$ cat src/rtl/multiword_adder_seq_pkg.sv
// Shared definitions for the digit-serial adder sequencer.
// Contents:
//   seq_state_t       - sequencer states (IDLE, RUN, DONE)
//   calc_num_digits   - number of digits a word splits into
//   calc_cnt_width    - digit counter width, at least one bit
//   widths_divide     - true when the word splits into whole digits
package multiword_adder_seq_pkg;

  typedef enum logic [1:0] {
    IDLE = 2'd0,
    RUN  = 2'd1,
    DONE = 2'd2
  } seq_state_t;

  function automatic int calc_num_digits(input int data_w, input int digit_w);
    return data_w / digit_w;
  endfunction

  // A single-digit word still keeps a one-bit counter so the sequencing
  // logic does not need a special case.
  function automatic int calc_cnt_width(input int num_digits);
    return (num_digits <= 1) ? 1 : $clog2(num_digits);
  endfunction

  function automatic bit widths_divide(input int data_w, input int digit_w);
    return (digit_w > 0) && ((data_w % digit_w) == 0);
  endfunction

endpackage

$ cat src/rtl/multiword_adder_seq_ripple.sv
// Combinational ripple-carry adder built from a chain of full adders.
// Ports:
//   a, b  - WIDTH-bit addends
//   ci    - carry into bit 0
//   s     - WIDTH-bit sum
//   co    - carry out of the top bit
module multiword_adder_seq_ripple
  import multiword_adder_seq_pkg::*;
#(
  parameter int WIDTH = 4
) (
  input  logic [WIDTH-1:0] a,
  input  logic [WIDTH-1:0] b,
  input  logic             ci,
  output logic [WIDTH-1:0] s,
  output logic             co
);

  // The carry is a block-local variable so the chain is evaluated in bit
  // order inside one process rather than as a feedback vector.
  always_comb begin : ripple_chain
    logic carry;
    carry = ci;
    s     = '0;
    for (int i = 0; i < WIDTH; i++) begin
      s[i]  = a[i] ^ b[i] ^ carry;
      carry = (a[i] & b[i]) | (carry & (a[i] ^ b[i]));
    end
    co = carry;
  end

endmodule

$ cat src/rtl/multiword_adder_seq.sv
// Digit-serial adder sequencer. Accepts one operand pair, adds it one digit
// per cycle (least-significant first) on a shared DIGIT_WIDTH adder and
// presents the full sum and carry-out on an output handshake.
// Ports:
//   clk, rst_n       - clock (rising edge), asynchronous active-low reset
//   a_in, b_in       - DATA_WIDTH operands
//   ci_in            - carry into digit 0
//   in_vld, in_rd    - input handshake (ready only while idle)
//   s_out, co_out    - sum and carry-out of the most significant digit
//   out_vld, out_rd  - result handshake
module multiword_adder_seq
  import multiword_adder_seq_pkg::*;
#(
  parameter int DATA_WIDTH  = 16,
  parameter int DIGIT_WIDTH = 4
) (
  input  logic                  clk,
  input  logic                  rst_n,
  input  logic [DATA_WIDTH-1:0] a_in,
  input  logic [DATA_WIDTH-1:0] b_in,
  input  logic                  ci_in,
  input  logic                  in_vld,
  output logic                  in_rd,
  output logic [DATA_WIDTH-1:0] s_out,
  output logic                  co_out,
  output logic                  out_vld,
  input  logic                  out_rd
);

  localparam int NUM_DIGITS = calc_num_digits(DATA_WIDTH, DIGIT_WIDTH);
  localparam int CNT_W      = calc_cnt_width(NUM_DIGITS);
  localparam logic [CNT_W-1:0] LAST_DIGIT = CNT_W'(NUM_DIGITS - 1);

  if (!widths_divide(DATA_WIDTH, DIGIT_WIDTH)) begin : g_width_check
    $error("multiword_adder_seq: DATA_WIDTH must be a multiple of DIGIT_WIDTH");
  end

  seq_state_t state_q, state_d;

  logic [DATA_WIDTH-1:0]  a_q, b_q, result_q;
  logic                   carry_q;
  logic [CNT_W-1:0]       digit_cnt_q;
  logic [DIGIT_WIDTH-1:0] digit_sum;
  logic                   digit_co;

  multiword_adder_seq_ripple #(
    .WIDTH(DIGIT_WIDTH)
  ) u_digit_adder (
    .a  (a_q[DIGIT_WIDTH-1:0]),
    .b  (b_q[DIGIT_WIDTH-1:0]),
    .ci (carry_q),
    .s  (digit_sum),
    .co (digit_co)
  );

  // State register.
  always_ff @(posedge clk or negedge rst_n) begin
    if (!rst_n) begin
      state_q <= IDLE;
    end else begin
      state_q <= state_d;
    end
  end

  // Next-state logic: accept while idle, run for exactly NUM_DIGITS cycles,
  // then hold the result until the consumer takes it.
  always_comb begin
    state_d = state_q;
    case (state_q)
      IDLE:    if (in_vld)                    state_d = RUN;
      RUN:     if (digit_cnt_q == LAST_DIGIT) state_d = DONE;
      DONE:    if (out_rd)                    state_d = IDLE;
      default:                                state_d = IDLE;
    endcase
  end

  // Operand, result, carry and digit-count registers. Each RUN cycle the
  // operands move down one digit so the adder always sees the next digit in
  // the low bits, and the new sum digit enters the result from the top; after
  // the last digit the result register holds the full sum in place.
  always_ff @(posedge clk or negedge rst_n) begin
    if (!rst_n) begin
      a_q         <= '0;
      b_q         <= '0;
      result_q    <= '0;
      carry_q     <= 1'b0;
      digit_cnt_q <= '0;
    end else begin
      case (state_q)
        IDLE: begin
          if (in_vld) begin
            a_q         <= a_in;
            b_q         <= b_in;
            carry_q     <= ci_in;
            digit_cnt_q <= '0;
          end
        end
        RUN: begin
          a_q         <= a_q >> DIGIT_WIDTH;
          b_q         <= b_q >> DIGIT_WIDTH;
          result_q    <= DATA_WIDTH'({digit_sum, result_q} >> DIGIT_WIDTH);
          carry_q     <= digit_co;
          digit_cnt_q <= (digit_cnt_q == LAST_DIGIT) ? '0 : digit_cnt_q + CNT_W'(1);
        end
        default: begin
        end
      endcase
    end
  end

  assign in_rd   = (state_q == IDLE);
  assign out_vld = (state_q == DONE);
  assign s_out   = result_q;
  assign co_out  = carry_q;

endmodule
$ cat config.mk
export PLATFORM = sky130hd
export DESIGN_NAME = multiword_adder_seq
export DESIGN_NICKNAME = d
export VERILOG_FILES = /design/src/rtl/multiword_adder_seq_pkg.sv /design/src/rtl/multiword_adder_seq_ripple.sv /design/src/rtl/multiword_adder_seq.sv
export SDC_FILE = /design/constraint.sdc
export NUM_CORES = 1
export LEC_CHECK = 0
export ABC_AREA = 1
export BUFFER_PORTS_ARGS = -buffer_cell sky130_fd_sc_hd__buf_2
export CORE_MARGIN = 4
export CORE_UTILIZATION = 40
export DETAILED_ROUTE_END_ITERATION = 16
export GPL_ROUTABILITY_DRIVEN = 0
export PLACE_DENSITY = 0.66
export SLEW_MARGIN = 10
export SYNTH_ARGS = -nofsm -noshare
export SYNTH_HDL_FRONTEND = slang
export SYNTH_SLANG_ARGS = --single-unit
$ cat constraint.sdc
create_clock -name clk -period 5.79 [get_ports clk]
set_input_delay 1.158 -clock clk [delete_from_list [all_inputs] [get_ports clk]]
set_output_delay 1.158 -clock clk [all_outputs]
set_load 0.02 [all_outputs]
==> impl_metrics.tcl <==
set metrics [dict create \
    status "complete, no violations" \
    cts_resized 0 \
    cts-root-buf "clkbuf_8" \
    skew_ns 0.005304 \
    yosys_warnings 0 \
    area_delta_synth_final_pct 15.83 \
    hpwl_mm 3.354 \
    rows 28 \
    syn_inst 332 \
    fin_nets 421 \
    hold_viol 0 \
    drtIter0Drc 87 \
    die_w_um 88.27 \
    cp-end-kind "flip-flop" \
    antenna_left 0 \
    seqCellArea_sq_um 1326 \
    cts.clk_slew.worst_paths_ns 0.09 \
    finalMaxSlewViolations 0 \
    vdd_drop_max_uv 275.3 \
    worst_r2r_path_depth 4 \
    hold_buffers 0 \
    timing.fmax_mhz 319.7 \
    period_share_pct 54.03 \
    most-common-layout-cells "nand2_1 (111), inv_1 (64), buf_2 (55)" \
    grt_pass1_vias 2096 \
    num_vias 2127 \
    min_delay_path_depth 2 \
    max-cap-violations 0 \
    pre_cts_ws_ns 2.319 \
    hold_slack_ns 0.4786 \
    reg2reg_slack_ns 3.10 \
    avgSynthCellArea_sq_um 7.763 \
    setup_tns_ns 0 \
    critPathRequiredTime_ns 5.98 \
    io_buffers 55 \
    hp-start "s_out[1]" \
    via_per_inst 4.675 \
    grt_usage_pct 14.22 \
    relSlewSlack_pct 28.24 \
    dieArea_sq_um 7792 \
    rr_startpoint "state_q[1]" \
    grt-ovfl-total 0 \
    diodes 0 \
    syn_area_sq_um 2577 \
    rsz0062_at_grt "false" \
    rr_endpoint "b_q[12]" \
    clk_latency_ns 0.30 \
    cts_sinks 53 \
    antenna_found_initial 0 \
    ctsLongestPathBuffers 2 \
    setup_viol 0 \
    syn_nets 374 \
    start_util_pct 42.28 \
    drive_gt1_share_pct 17.63 \
    power.density_nw_per_um2 561.1 \
    grt_max_degree 72 \
    cts_tree "done" \
    firstDrtPassIters 4 \
    grt_pass1_wl_mm 8.942 \
    p_leak_nw 1.735 \
    hold_end "s_out[1]" \
    fin_crit_ns 3.128 \
    htreeDepth 2 \
    ys_types 15 \
    core_area_sq_um 6096 \
    power.total_mw 1.675 \
    drc 0 \
    worst_slack_ns 2.662 \
    fillers 652 \
    drt-wirelength-per-cell_um 11.26 \
    dieHeight_um 88.27 \
    start_kind "input port" \
    min_path_type "reg2reg" \
    ys_seq_elements 53 \
    tightestPinTransition_ns 1.074 \
    multiInputGateArea_sq_um 914.6 \
    arrival_ns 3.32 \
    worstSetupPathType "in2reg" \
    path_max_fanout 33 \
    synth.yosys.seq_area_share_pct 51.46 \
    numCtsBuffers 5 \
    final_common_cell "nand2_1" \
    cts_setup_buffers 0 \
    wirelength_mm 5.122 \
    ios 56 \
]
-- metal layers --
layer  routed length [um]  global-route usage [%]  part of all wire [%]
met5                    0                       0                     0
met4                   68                   3.984                   1.3
met3                  300                   3.445                   5.9
met2                 2354                   23.79                    46
met1                 2399                   18.45                    47
-- critical path: stages --
cell and delay, ns:
buf_2 0.10, nand2_1 0.71, nand2_1 0.91, o21ai_0 0.44
-- flip-flops by register name, summed over array words and instances, names as in the netlist --
name / count
digit_cnt_q: 2
a_q: 16
s_out: 16
b_q: 16
co_out: 1
state_q: 2
-- cells in the mapped netlist --
cell	number	area share [%]
o21ai_1	5	0.97
nor2_1	3	0.44
nand2_1	111	16
nand3_1	53	10
o21ai_0	17	3.3
buf_2	14	2.7
inv_1	64	9.3
o22ai_1	1	0.24
fa_1	4	3.1
dfrtp_1	53	51
nor2_2	1	0.24
nand2_2	1	0.24
inv_2	1	0.15
buf_4	3	0.87
ha_1	1	0.49
-- worst max path at each step --
stage / start / endpoint / slack (ns) / cells past startpoint
6_report: in_vld / b_q[12] / 2.66 / 4
5_1_grt: in_vld / b_q[12] / 2.41 / 4
4_1_cts: in_vld / b_q[12] / 2.62 / 4
3_5_place_dp: in_vld / b_q[12] / 2.32 / 4
3_3_place_gp: in_vld / a_q[2] / 2.40 / 5
2_1_floorplan: state_q[0] / in_rd / 3.61 / 3
-- layout make-up --
| type | instances | area share (%) |
|---|---|---|
| clock buffer | 7 | 2.892 |
| clock inverter | 1 | 1.006 |
| inverter | 65 | 8.173 |
| multi-input combinational | 197 | 30.64 |
| sequential | 53 | 44.43 |
| tap | 75 | 3.143 |
| timing repair buffer | 57 | 9.723 |
-- per-stage QoR --
| stage | cells | util [%] | area (sq um) |
|---|---|---|---|
| CTS | 455 | 48.97 | 2985 |
| detailed placement | 447 | 47.06 | 2869 |
| floorplan | 332 | - | 2577 |
| finish | 455 | 48.97 | 2985 |
| global placement | 447 | 47.06 | 2869 |
| global route | 455 | 48.97 | 2985 |
-- logic make-up after synthesis --
group	count (synthesis)	share of synthesized area [%]
DFF	53	51.46
adders and majority gates	5	3.592
and+or+nand+nor	169	27.38
AOI/OAI and AO/OA	23	4.515
buffers and inverters	82	13.06
-- report_power, final --
group	internal (mW)	total (mW)	switching (mW)
clock network	0.141	0.259	0.118
logic	0.262	0.749	0.487
registers	0.544	0.667	0.124
Power figures use the tool's default switching activity.
